**config.mk**
```make
export PLATFORM = sky130hd
export DESIGN_NAME = spi_slave_flat
export DESIGN_NICKNAME = d
export VERILOG_FILES = /design/src/rtl/spi_slave_if.sv /design/src/rtl/spi_slave.sv /design/src/flat_wrapper.sv
export SDC_FILE = /design/constraint.sdc
export NUM_CORES = 1
export LEC_CHECK = 0
export ABC_CLOCK_PERIOD_IN_PS = 4200
export BUFFER_PORTS_ARGS = -buffer_cell sky130_fd_sc_hd__buf_2
export CORE_MARGIN = 4
export CORE_UTILIZATION = 63
export CTS_BUF_LIST = sky130_fd_sc_hd__clkbuf_4
export CTS_CLUSTER_SIZE = 24
export DETAILED_ROUTE_END_ITERATION = 7
export PLACE_DENSITY_LB_ADDON = 0.2
export SYNTH_ARGS = -nofsm -noshare
export SYNTH_HDL_FRONTEND = slang
export SYNTH_SLANG_ARGS = --single-unit
```
**constraint.sdc**
```tcl
create_clock -name clk -period 4.2 [get_ports clk]
set_input_delay 0.42 -clock clk [delete_from_list [all_inputs] [get_ports clk]]
set_output_delay 0.42 -clock clk [all_outputs]
set_load 0.05 [all_outputs]
```
**src/rtl/spi_slave_if.sv**
```systemverilog
// rtl/spi_slave_if.sv - pin and SoC-side signal bundle for spi_slave
interface spi_slave_if;
    logic       sclk;
    logic       cs_n;
    logic       mosi;
    logic       miso;
    logic       miso_oe;
    logic [7:0] tx_data;
    logic       tx_valid;
    logic       tx_ready;
    logic [7:0] rx_data;
    logic       rx_valid;
    logic       busy;
    logic       tx_underrun;

    modport slave (
        input  sclk, cs_n, mosi, tx_data, tx_valid,
        output miso, miso_oe, tx_ready, rx_data, rx_valid, busy, tx_underrun
    );

    modport master (
        output sclk, cs_n, mosi, tx_data, tx_valid,
        input  miso, miso_oe, tx_ready, rx_data, rx_valid, busy, tx_underrun
    );
endinterface

```
**src/rtl/spi_slave.sv**
```systemverilog
// rtl/spi_slave.sv - SPI mode-0 responder, 8-bit MSB-first, pins oversampled in clk domain
module spi_slave #(
    parameter logic [7:0] IDLE_FILL = 8'hFF
) (
    input  logic        clk,
    input  logic        rst_n,
    spi_slave_if.slave  bus
);
    typedef enum logic {IDLE, ACTIVE} state_t;

    state_t     state, state_next;
    logic [2:0] sclk_sync;
    logic [2:0] cs_sync;
    logic [1:0] mosi_sync;
    logic [1:0] settle;
    logic       armed;

    logic [7:0] hold;
    logic       hold_full;
    logic [7:0] tx_shift;
    logic [7:0] rx_shift;
    logic [7:0] rx_data_r;
    logic [2:0] bit_cnt;
    logic       miso_r;
    logic       miso_oe_r;
    logic       rx_valid_r;
    logic       underrun_r;

    logic       sclk_rise, sclk_fall, cs_fall, cs_rise;
    logic       start, stop, rx_step, tx_step, load;
    logic [7:0] load_byte;

    assign sclk_rise = sclk_sync[1] & ~sclk_sync[2];
    assign sclk_fall = ~sclk_sync[1] & sclk_sync[2];
    assign cs_fall   = ~cs_sync[1] & cs_sync[2];
    assign cs_rise   = cs_sync[1] & ~cs_sync[2];
    assign load_byte = hold_full ? hold : IDLE_FILL;

    // Sync stages reset to the deselected level; a frame may start only once
    // cs_n has been seen high with real pin data, so reset mid-frame needs a fresh fall.
    always_ff @(posedge clk or negedge rst_n) begin
        if (!rst_n) begin
            sclk_sync <= 3'b000;
            cs_sync   <= 3'b111;
            mosi_sync <= 2'b00;
            settle    <= 2'd0;
            armed     <= 1'b0;
        end else begin
            sclk_sync <= {sclk_sync[1:0], bus.sclk};
            cs_sync   <= {cs_sync[1:0], bus.cs_n};
            mosi_sync <= {mosi_sync[0], bus.mosi};
            if (settle != 2'd3)
                settle <= settle + 2'd1;
            armed <= armed | ((settle == 2'd3) & cs_sync[2]);
        end
    end

    always_ff @(posedge clk or negedge rst_n) begin
        if (!rst_n)
            state <= IDLE;
        else
            state <= state_next;
    end

    always_comb begin
        state_next = state;
        start      = 1'b0;
        stop       = 1'b0;
        rx_step    = 1'b0;
        tx_step    = 1'b0;
        load       = 1'b0;
        case (state)
            IDLE: begin
                if (cs_fall && armed) begin
                    state_next = ACTIVE;
                    start      = 1'b1;
                    load       = 1'b1;
                end
            end
            ACTIVE: begin
                if (cs_rise) begin
                    state_next = IDLE;
                    stop       = 1'b1;
                end else begin
                    rx_step = sclk_rise;
                    if (sclk_fall) begin
                        if (bit_cnt == 3'd0)
                            load = 1'b1;
                        else
                            tx_step = 1'b1;
                    end
                end
            end
            default: state_next = IDLE;
        endcase
    end

    always_ff @(posedge clk or negedge rst_n) begin
        if (!rst_n) begin
            hold       <= 8'h00;
            hold_full  <= 1'b0;
            tx_shift   <= IDLE_FILL;
            rx_shift   <= 8'h00;
            rx_data_r  <= 8'h00;
            bit_cnt    <= 3'd0;
            miso_r     <= 1'b1;
            miso_oe_r  <= 1'b0;
            rx_valid_r <= 1'b0;
            underrun_r <= 1'b0;
        end else begin
            rx_valid_r <= 1'b0;
            underrun_r <= 1'b0;

            if (load) begin
                tx_shift   <= load_byte;
                miso_r     <= load_byte[7];
                underrun_r <= ~hold_full;
            end
            if (tx_step) begin
                tx_shift <= {tx_shift[6:0], 1'b0};
                miso_r   <= tx_shift[6];
            end
            if (start) begin
                miso_oe_r <= 1'b1;
                bit_cnt   <= 3'd0;
            end
            if (stop) begin
                miso_oe_r <= 1'b0;
                miso_r    <= 1'b1;
                bit_cnt   <= 3'd0;
            end
            if (rx_step) begin
                rx_shift <= {rx_shift[6:0], mosi_sync[1]};
                bit_cnt  <= bit_cnt + 3'd1;
                if (bit_cnt == 3'd7) begin
                    rx_data_r  <= {rx_shift[6:0], mosi_sync[1]};
                    rx_valid_r <= 1'b1;
                end
            end

            // A load from an empty register takes the fill byte, so a same-cycle write still lands.
            if (load && hold_full) begin
                hold_full <= 1'b0;
            end else if (bus.tx_valid && !hold_full) begin
                hold      <= bus.tx_data;
                hold_full <= 1'b1;
            end
        end
    end

    assign bus.miso        = miso_r;
    assign bus.miso_oe     = miso_oe_r;
    assign bus.tx_ready    = ~hold_full;
    assign bus.rx_data     = rx_data_r;
    assign bus.rx_valid    = rx_valid_r;
    assign bus.busy        = ~cs_sync[1];
    assign bus.tx_underrun = underrun_r;
endmodule

```
**src/flat_wrapper.sv**
```systemverilog
// flat-port wrapper written by rule: the top's interface ports become plain ports
module spi_slave_flat 
#(
    parameter logic [7:0] IDLE_FILL = 8'hFF
)
  (clk, rst_n, bus_sclk, bus_cs_n, bus_mosi, bus_tx_data, bus_tx_valid, bus_miso, bus_miso_oe, bus_tx_ready, bus_rx_data, bus_rx_valid, bus_busy, bus_tx_underrun);
  spi_slave_if bus_i ();
  input  logic clk;
  input  logic rst_n;
  input wire logic [$bits(bus_i.sclk)-1:0] bus_sclk;
  input wire logic [$bits(bus_i.cs_n)-1:0] bus_cs_n;
  input wire logic [$bits(bus_i.mosi)-1:0] bus_mosi;
  input wire logic [$bits(bus_i.tx_data)-1:0] bus_tx_data;
  input wire logic [$bits(bus_i.tx_valid)-1:0] bus_tx_valid;
  output wire logic [$bits(bus_i.miso)-1:0] bus_miso;
  output wire logic [$bits(bus_i.miso_oe)-1:0] bus_miso_oe;
  output wire logic [$bits(bus_i.tx_ready)-1:0] bus_tx_ready;
  output wire logic [$bits(bus_i.rx_data)-1:0] bus_rx_data;
  output wire logic [$bits(bus_i.rx_valid)-1:0] bus_rx_valid;
  output wire logic [$bits(bus_i.busy)-1:0] bus_busy;
  output wire logic [$bits(bus_i.tx_underrun)-1:0] bus_tx_underrun;
  assign bus_i.sclk = bus_sclk;
  assign bus_i.cs_n = bus_cs_n;
  assign bus_i.mosi = bus_mosi;
  assign bus_i.tx_data = bus_tx_data;
  assign bus_i.tx_valid = bus_tx_valid;
  assign bus_miso = bus_i.miso;
  assign bus_miso_oe = bus_i.miso_oe;
  assign bus_tx_ready = bus_i.tx_ready;
  assign bus_rx_data = bus_i.rx_data;
  assign bus_rx_valid = bus_i.rx_valid;
  assign bus_busy = bus_i.busy;
  assign bus_tx_underrun = bus_i.tx_underrun;
  spi_slave #(.IDLE_FILL(IDLE_FILL)) u_core (.clk(clk), .rst_n(rst_n), .bus(bus_i));
endmodule
```
==> results.json <==
{
  "row_count": 20,
  "pre_cts_slack_ps": 1528,
  "synthesis.area_um2": 2011,
  "die_y_um": 64.50,
  "hold_end": "u_core.cs_sync[0]",
  "cts_made_buffers": 5,
  "multi_input_area_um2": 665.6,
  "ys.flop_type": "dfrtp_1",
  "ys_ff_latch": 50,
  "critical_path_required_ps": 4460,
  "hpwl_um": 2405,
  "coreArea_um2": 3053,
  "vias": 1258,
  "cts_tree": "done",
  "cts_resized": 0,
  "relSlewSlack_pct": 24.62,
  "fin_nets": 192,
  "rsz0062_at_grt": "false",
  "postCtsHoldBufs": 0,
  "drt_iter0_markers": 70,
  "die_area_um2": 4160,
  "clock_skew_ps": 4.348,
  "ff2ff_setup_slack_ps": 1570,
  "firstDrtPassIters": 4,
  "period_share_pct": 62.72,
  "critPathLaunch": "u_core.cs_sync[2]",
  "grt_pass1_vias": 1331,
  "end_kind": "register",
  "finalWirelength_um": 3446,
  "powerDensity_nw_per_um2": 554.0,
  "min_path_type": "primary input to register",
  "diodes": 0,
  "r2r_cells": 4,
  "yosys_warnings": 0,
  "slew_violations": 0,
  "drc": 0,
  "drv_cap": 0,
  "dieWidth_um": 64.50,
  "syn_nets": 164,
  "syn2layout_area_growth_pct": 11.76,
  "worst_pin_slew_ps": 1128,
  "ir_worst_vdd_mv": 0.3103,
  "cp_max_fo": 12,
  "holdPathStages": 1,
  "synth-edff-count": 0,
  "ant_nets": 0,
  "fillers": 222,
  "p_total_mw": 1.245,
  "gp_congestion": 0.7298,
  "netlist_instances": 146,
  "clock-root-buffer": "clkbuf_4",
  "postCtsSetupRepairBufs": 0,
  "leakagePower_nw": 1.077,
  "gr-usage-all-layers_pct": 19.55,
  "initial_utilization_pct": 65.86,
  "cts.sinks": 50,
  "fin_tns_setup_ps": 0,
  "clkLatencyLatePin_ps": 360,
  "wire_per_inst_um": 15.74,
  "htreeDepth": 2,
  "overflow": 0,
  "layout-drive-gt1-share_pct": 43.43,
  "worstSetupPathType": "register to register",
  "grt_max_degree": 51,
  "antenna_found_initial": 0,
  "arrival_ps": 2900,
  "hold_viol_final": 0,
  "viasPerCell": 5.744,
  "cts_max_path_buffers": 2,
  "worst_hold_startpoint": "bus_cs_n",
  "status": "completed",
  "ys_seq_area_share_pct": 62.91,
  "grt_pass1_wl_um": 6203,
  "regArea_um2": 1265,
  "synth_area_per_cell_um2": 13.77,
  "worstReg2RegEnd": "u_core.bus.rx_data[7]",
  "top_level_ports": 28,
  "io_buffers": 27,
  "startpoint_type": "register",
  "clkSlewWorstSetupHoldPaths_ps": 140,
  "layout_setup_ws_ps": 1566,
  "finalCriticalPeriod_ps": 2634,
  "rr_startpoint": "u_core.cs_sync[2]",
  "synthArstFlopShare_pct": 100.0,
  "max_freq_mhz": 379.6,
  "setup_viol": 0,
  "synth.distinct_cells": 32
}
## report_power, final
group	total (mW)	internal (mW)	leakage [nW]	switching, mW
Clock	0.276	0.127	0.0456	0.149
Combinational	0.265	0.119	0.435	0.146
Sequential	0.704	0.623	0.596	0.0810
Total	1.24	0.868	1.08	0.377
## sequential cells by signal, summed over array words and instances, names as in the netlist
signal and cells:
u_core.hold_full 1, u_core.bus.rx_valid 1, u_core.tx_shift 7, u_core.rx_shift 7
u_core.bus.rx_data 8, u_core.bus.miso 1, u_core.armed 1, u_core.cs_sync 3
u_core.state 1, u_core.bit_cnt 3, u_core.bus.tx_underrun 1, u_core.bus.miso_oe 1
u_core.hold 8, u_core.settle 2, u_core.mosi_sync 2, u_core.sclk_sync 3
## metal layers
metal / routed length, µm / global-route usage (%) / up-vias
li1: - / - / 575
met1: 1414 / 24.43 / 635
met2: 1801 / 32.35 / 37
met3: 150 / 4.853 / 11
met4: 80 / 8.707 / 0
met5: 0 / 0 / -
## final cells by class
type | count | area share, %
clock buffer | 5 | 1.670
clock inverter | 3 | 1.949
inverter | 12 | 2.004
multi-input combinational | 78 | 29.62
sequential | 50 | 56.29
tap | 44 | 2.450
timing repair buffer | 27 | 6.013
## cells by family after synthesis
| group | share of synthesized area (%) |
|---|---|
| AOI/OAI and AO/OA | 8.525 |
| xor gates and xnor gates | 0.4357 |
| adders and majority gates | 2.489 |
| buffers and inverters | 3.982 |
| DFF | 62.91 |
| muxes | 14.00 |
| and+or+nand+nor | 7.654 |
## worst max-delay path: stages (launching register included)
cell and delay [ps]:
dfstp_2 620, nor2b_2 90, nor4b_2 920, nand2_1 500
mux2_2 400
## stage by stage
| stage | cells | hold slack [ps] | area (µm²) | util [%] |
|---|---|---|---|---|
| 2_1_floorplan | 146 | 124.4 | 2011 | - |
| 3_3_place_gp | 211 | 336.8 | 2166 | 70.94 |
| 3_5_place_dp | 211 | 345.6 | 2166 | 70.94 |
| 4_1_cts | 219 | 119.6 | 2247 | 73.61 |
| 5_1_grt | 219 | 99.20 | 2247 | 73.61 |
| 6_report | 219 | 132.4 | 2247 | 73.61 |
## Yosys cell counts, drive strengths merged (2+ instances only)
library cell  count  area [µm²]
dfrtp            39       975.9
mux2             25       281.5
dfstp            11       289.0
inv              11       41.29
nor2              7       26.28
a311oi            6       52.55
nor3              6       30.03
buf               4       26.27
ha                4       50.05
nor2b             4       27.53
o21ai             4       20.02
nand2             3       11.26
a211oi            2       15.01
a21o              2       15.01
a22o              2       17.52
a31oi             2       12.51
clkbuf            2       8.750
nand2b            2       12.51
## how the worst max path moves through the flow
stage	cells past startpoint	endpoint	slack, ps
detailed placement	4	u_core.bus.rx_data[0]	1530
finish	4	u_core.bus.rx_data[7]	1570
global placement	4	u_core.bus.rx_data[5]	1690
CTS	4	u_core.bus.rx_data[7]	1520
global route	4	u_core.bus.rx_data[6]	1350
floorplan	7	u_core.tx_shift[1]	2430
## layout by cell type, fill, tap and decap left out
master,n
xnor2_1,1
a41oi_2,1
clkinv_1,1
nor2_1,7
ha_1,4
nand4b_1,1
a311oi_1,6
a22o_1,2
nor2b_1,3
or4b_1,1
nand2_1,3
o211ai_1,1
nor3_1,6
a21o_1,2
inv_6,1
a21oi_1,1
nand2b_1,2
mux2_2,25
nor2b_2,1
bufinv_16,1
inv_1,10
clkinv_2,1
inv_2,1
o21ai_0,4
dfrtp_1,39
nor4b_2,1
a211oi_1,2
buf_2,27
and4bb_2,1
clkbuf_4,5
a31oi_1,2
dfstp_2,11
o311a_1,1
Power figures use the tool's default switching activity.
